[src/rtl/instruction_mem_sync.sv]
// Synchronous instruction memory with a registered fetch port, a load port
// and a hardware clear sequencer. After reset the sequencer writes
// FILL_VALUE to every word, then the block sits in IDLE serving fetches and
// loads.
module instruction_mem_sync #(
  parameter int                     INSTR_WIDTH = 8,
  parameter int                     PC_WIDTH    = 8,
  parameter int                     DEPTH       = 256,
  parameter logic [INSTR_WIDTH-1:0] FILL_VALUE  = '0
) (
  input  logic                   clk,
  input  logic                   reset,
  input  logic                   fetch_req,
  input  logic [PC_WIDTH-1:0]    pc,
  output logic                   fetch_ready,
  output logic [INSTR_WIDTH-1:0] instruction,
  output logic                   instr_valid,
  output logic                   fetch_fault,
  input  logic                   load_valid,
  input  logic [PC_WIDTH-1:0]    load_addr,
  input  logic [INSTR_WIDTH-1:0] load_data,
  output logic                   load_ready,
  output logic                   busy
);

  localparam int AW = (DEPTH > 1) ? $clog2(DEPTH) : 1;
  // One extra bit so that DEPTH == 2**PC_WIDTH is representable.
  localparam logic [PC_WIDTH:0] DEPTH_W = (PC_WIDTH+1)'(DEPTH);
  localparam logic [PC_WIDTH:0] LAST_W  = DEPTH_W - 1'b1;

  typedef enum logic {S_CLEAR, S_IDLE} state_t;

  state_t                 state, state_nxt;
  logic [PC_WIDTH:0]      clr_cnt, clr_cnt_nxt;
  logic [INSTR_WIDTH-1:0] mem [DEPTH];

  logic                   idle;
  logic                   fetch_in_range, load_in_range;
  logic                   fetch_go, load_go;
  logic                   wr_en;
  logic [AW-1:0]          wr_addr;
  logic [INSTR_WIDTH-1:0] wr_data;

  assign idle        = (state == S_IDLE);
  assign fetch_ready = idle;
  assign load_ready  = idle;
  assign busy        = !idle;

  // Full-width unsigned compare: addresses never wrap into the array.
  assign fetch_in_range = ({1'b0, pc} < DEPTH_W);
  assign load_in_range  = ({1'b0, load_addr} < DEPTH_W);
  assign fetch_go       = idle && fetch_req;
  assign load_go        = idle && load_valid && load_in_range;

  // Single write port shared by the clear sequencer and the loader.
  assign wr_en   = !idle || load_go;
  assign wr_addr = idle ? load_addr[AW-1:0] : clr_cnt[AW-1:0];
  assign wr_data = idle ? load_data : FILL_VALUE;

  // State and clear counter; reset always restarts the clear from 0.
  always_ff @(posedge clk or posedge reset) begin
    if (reset) begin
      state   <= S_CLEAR;
      clr_cnt <= '0;
    end else begin
      state   <= state_nxt;
      clr_cnt <= clr_cnt_nxt;
    end
  end

  // Next state: walk the counter through the array, then drop into IDLE.
  always_comb begin
    state_nxt   = state;
    clr_cnt_nxt = clr_cnt;
    if (state == S_CLEAR) begin
      clr_cnt_nxt = clr_cnt + 1'b1;
      if (clr_cnt == LAST_W) state_nxt = S_IDLE;
    end
  end

  // Array write port, no reset so it maps onto block RAM.
  always_ff @(posedge clk) begin
    if (wr_en) mem[wr_addr] <= wr_data;
  end

  // Registered read port; sees the array before this edge's write, giving
  // read-before-write on a same-address collision.
  always_ff @(posedge clk or posedge reset) begin
    if (reset) begin
      instruction <= '0;
      instr_valid <= 1'b0;
      fetch_fault <= 1'b0;
    end else if (fetch_go) begin
      instr_valid <= 1'b1;
      fetch_fault <= !fetch_in_range;
      instruction <= fetch_in_range ? mem[pc[AW-1:0]] : FILL_VALUE;
    end else begin
      instr_valid <= 1'b0;
      fetch_fault <= 1'b0;
    end
  end

endmodule

[config.mk]
export PLATFORM = sky130hd
export DESIGN_NAME = instruction_mem_sync
export DESIGN_NICKNAME = d
export VERILOG_FILES = /design/src/rtl/instruction_mem_sync.sv
export SDC_FILE = /design/constraint.sdc
export NUM_CORES = 2
export LEC_CHECK = 0
export CAP_MARGIN = 40
export CORE_UTILIZATION = 30
export DETAILED_ROUTE_END_ITERATION = 12
export HOLD_SLACK_MARGIN = 0.05
export SLEW_MARGIN = 10
export SYNTH_ARGS = -nofsm -noshare
export SYNTH_HDL_FRONTEND = slang
export SYNTH_SLANG_ARGS = --single-unit
[constraint.sdc]
create_clock -name clk -period 6.5 [get_ports clk]
set_input_delay 1.3 -clock clk [delete_from_list [all_inputs] [get_ports clk]]
set_output_delay 1.3 -clock clk [all_outputs]
set_load 0.01 [all_outputs]
**Yosys cells after proc, flatten, opt, wreduce, memory -nomap -nowiden**

Memories as Yosys holds them, arrays and structs flattened. A register that Yosys moved wholly into a read port is not among the register bits.
Index checks and enable logic that the tools add are counted.

- $add $sub $neg: 1
- $mul: 0
- Divide/modulo/power cells: 0
- Magnitude comparators: 0
- Eq/ne operators: 1
- Shift-type cells: 0
- Mux-type cells: 7
- Bitwise operators: 0
- Reduce and logical (&&, ||, !) cells: 4

Operators by type and width:

| cell | count |
|---|---|
| $mux 8 | 2 |
| $add 9x1->9 const B | 1 |
| $eq 9x8->1 const B | 1 |
| $mux 1 | 5 |
| $logic_and 1x1->1 | 2 |
| $logic_not 1->1 | 1 |
| $logic_or 1x1->1 | 1 |

- Register bits after elaboration: 11
- Bits in latches: 0
- RAM bits: 2048
- Memory bits (read-only): 0
- Bits of input ports: 28
- Word-level logic and storage cells: 17
- Memories kept: 1

Memories:

| memory | words | width | rd ports | clocked after Yosys merged registers in | wr ports | RTL line | text |
|---|---|---|---|---|---|---|---|
| mem | 256 | 8 | 1 | 1 | 1 | 35 | `logic [INSTR_WIDTH-1:0] mem [DEPTH];` |

**Longest topological paths before layout**

- Depth after elaboration: 4
- Depth in mapped cells: 13
- Gate-level depth less buffers: 7

**Worst setup path after synthesis**

Ideal clock, no wire load.

- Kind: register to register
- From: reg state (netlist: fetch_ready)
- To: mem mem[0][0] (data pin)
- Library setup time: 0.867 ns
- Data arrival time: 4.593 ns
- Data required time: 5.633 ns
- Setup slack: 1.040 ns
- Stages on the path, launching flop included: 5
- Path buffers: 3
- Period minus slack after synthesis: 5.460 ns
- Cells stage by stage: dfrtp_1 > clkbuf_1 > buf_1 > clkbuf_1 > and2_1

- Cells in the longest elaborated chain, start to end: 1

Ends and longest elaborated chain:

| item | RTL line | text |
|---|---|---|
| start, declared | 33 | `state_t state, state_nxt;` |
| start signal, assigned | 66 | `state <= state_nxt;` |
| $mux 8 | 58 | `assign wr_data = idle ? load_data : FILL_VALUE;` |
| named net wr_data[0] | 42 | `logic [INSTR_WIDTH-1:0] wr_data;` |
| end, declared | 35 |  |

The timed path passes the listed nets, and every way through them passes these cells.

==> reports/results.txt <==
Run status - complete, no violations
Synthesis Warnings - 0
Comb pwr share - 2.7%
Endpoints failing hold - 0
Dominant synthesized flop cell - edfxtp_1
Hold-fix buffers, CTS - 0
Worst Setup Start Kind - input pin
Clock Power Share - 42.7%
Chip Width - 521.7 um
Max Cap Viol - 0
Area leader, netlist - edfxtp_1
Int Pwr - 20.79 mW
Synth Area in Simple Gates - 2.808%
GR Overflow Total - 0
Placer Congestion - 0.8572
Port Buffer Count - 39
IO Count - 41
Post-synth ARST share - 0.9192%
Pwr Density - 285.8 mW/mm2
CP cell instances - buf_4, buf_4, nand2_2, buf_4, o221ai_1, o22ai_1, o21ai_0, o21ai_1, a2111oi_2, a221o_1
Pin count of the biggest net entering global routing - 165
Area contributors post-synth - edfxtp_1 (76%), mux4_2 (8.1%), mux2i_1 (5.5%), nor2_1 (1.3%), o22ai_1 (0.97%)
Number of synthesized flops with an enable pin - 2048
H-Tree Depth - 4
DRT iter0 DRCs - 4700
CTS Buf Count - 205
Hold crit path type - register to register
Setup Viol. Count Final - 0
Placeable Area - 0.2682 mm2
Adder-Cell Fraction of Synth Area - 0.03089%
Top-count cell post-synth - edfxtp_1
Die height - 521.7 um
Worst-skew pair later-pin latency - 0.86 ns
Cell repeated most along the worst path - buf_4
Yosys cell types - 62
Crit path DAT - 5.06 ns
Net Sw Frac - 21.24%
Yosys top cell area share - 75.90%
Setup crit end kind - register
Worst Path Required - 7.29 ns
Starting Density - 30.21%
# resized after CTS - 0
Crit-path max FO - 30
Fin Clk Skew - 0.06118 ns
Vias in the first global route - 41260
Leak - 24.36 nW
Initial antenna violation count - 5
DP HPWL - 130200 um
Sink Count - 2067
Seq cells post-synth - 2067
Final std cells w/o fill - 8022
Max IR drop VDD - 0.2157 mV
Row count - 190
Worst R2R Path Depth - 6
Hold Crit Depth - 2
Slew headroom - 33.67%
Part of the cycle the worst path needs - 65.78%
Root buf cell - clkbuf_16
Synth Cell Area - 0.08102 mm2
Sum Neg Setup Slack - 0 ns
Synthesis-to-layout area growth - 14.00%
Final net count - 4324
Share of layout cells above drive strength 1 - 17.27%
Final wirelength - 209300 um
Post-CTS Setup Bufs - 0
Syn avg cell area - 19.54 um2
Drt wl/cell - 26.09 um
Via/cell ratio - 5.127
First-pass DRT Iterations - 5
CP Class - input pin to register
# DRC - 0
Flop pwr share - 54.6%
Clk buf depth - 3
Compound-cell area share of the yosys netlist - 4.369%
CTS tree - yes
DRT antenna net count - 0
Sequential area share after synthesis - 76.49%
Max frequency - 0.2339 GHz
Slowest-stage cell, CP - a2111oi_2
Sw power - 5.607 mW
Vias - 41130
Syn nets - 4177
Cell Count Post-Placement - 7637
Max incr delay on CP - 0.72 ns
Final min period - 4.276 ns
Fin. max-slew vios - 0
Post-synth top cells - edfxtp_1 (2048), mux2i_1 (443), mux4_2 (293)
First-pass GRT wire length - 299900 um
Mapped Cells - 4147
Post-Synth XOR/XNOR Area - 0.07567%
Worst Max-Slew Pin Slew - 0.9949 ns
Clock transition at path regs - 0.06 ns
Multiplexer share of the synthesized area - 14.18%
Die area - 0.2722 mm2
RSZ-0062 raised after global routing - false
Main combinational cell family by area after synthesis - multiplexers
GRT Util Overall - 15.14%
per-layer routing:
metal,vias up,track usage (%),routed length (um)
met2,1562,25.07,102700
met1,21840,19.99,85680
met5,-,0,12
li1,17380,-,-
met3,347,2.464,13260
met4,2,5.622,7663
layout make-up:
cell class | count | area, um2
diodes | 5 | 12.51
clock buffers | 248 | 5291
clock inverters | 130 | 1064
fillers | 24980 | 175800
inverters | 14 | 53.80
multi-input cells | 1812 | 17470
flip-flops and latches | 2067 | 61980
well taps | 3552 | 4444
repair buffers | 194 | 2059
path summary, 6_finish.rpt:
path / startpoint / to / slack, ns
setup / recovery: pc[2] / instruction[7]$_DFFE_PP0P_ / 2.22
hold / removal: clr_cnt[8]$_DFFE_PP0N_ / clr_cnt[8]$_DFFE_PP0N_ / 0.49
setup reg to reg: fetch_ready$_DFF_PP0_ / mem[105][3]$_DFFE_PP_ / 2.37
hold reg to reg: clr_cnt[8]$_DFFE_PP0N_ / clr_cnt[8]$_DFFE_PP0N_ / 0.49
max in group asynchronous: reset / fetch_ready$_DFF_PP0_ / 5.32
min in group asynchronous: reset / instr_valid$_DFF_PP0_ / 0.81
critical path, delay by kind of cell:
family	cells	cell delay, ns
AO/OA/AOI/OAI	6	2.06
buffers and inverters	3	1.33
AND/OR/NAND/NOR	1	0.34
registers in the layout, summed over array words and instances (netlist names):
name / flops
clr_cnt: 9
fetch_ready: 1
instr_valid: 1
instruction: 8
mem: 2048
power by group through the flow:
stage	Clock, mW	Sequential (mW)	Combinational, mW
floorplan	0	14.7	0.488
global placement	0	14.7	0.707
detailed placement	0	14.7	0.713
CTS	11.4	14.4	0.715
global route	11.9	14.4	0.744
finish	11.3	14.4	0.712
cells in the final DEF, fill, tap and decap left out, drive strengths merged, types with 9 or more instances in the layout:
| cell type | n |
|---|---|
| clkdlybuf4s50 | 35 |
| a221oi | 41 |
| o21ai | 72 |
| nor3 | 26 |
| clkbuf | 248 |
| buf | 159 |
| nand3 | 47 |
| mux2 | 10 |
| a2111oi | 9 |
| o221ai | 72 |
| o22ai | 126 |
| mux2i | 443 |
| dfrtp | 19 |
| nor4 | 10 |
| nand2 | 118 |
| inv | 21 |
| a22oi | 21 |
| clkinv | 107 |
| edfxtp | 2048 |
| a31oi | 12 |
| nor2 | 284 |
| a21oi | 58 |
| a211oi | 56 |
| mux4 | 306 |
| clkinvlp | 9 |
| and2 | 11 |
| a211o | 11 |
through the flow:
step	setup slack [ns]	hold slack [ns]	power (mW)	util [%]	instance area, um2
2_1_floorplan	1.040	0.4530	15.19	-	81020
3_3_place_gp	0.8875	0.4802	15.41	31.85	85400
3_5_place_dp	1.379	0.4923	15.42	32.06	85960
4_1_cts	2.280	0.5067	26.55	34.43	92320
5_1_grt	2.138	0.5382	27.08	34.44	92360
6_report	2.224	0.4948	26.40	34.45	92370
cell families after synthesis:
logic type	after synthesis
AOI/OAI and AO/OA	507
xor gates and xnor gates	7
adders and majority gates	2
buffers and inverters	268
DFF	2067
muxes	759
other	1
and+or+nand+nor	536
(Power assumes the default switching activity.)
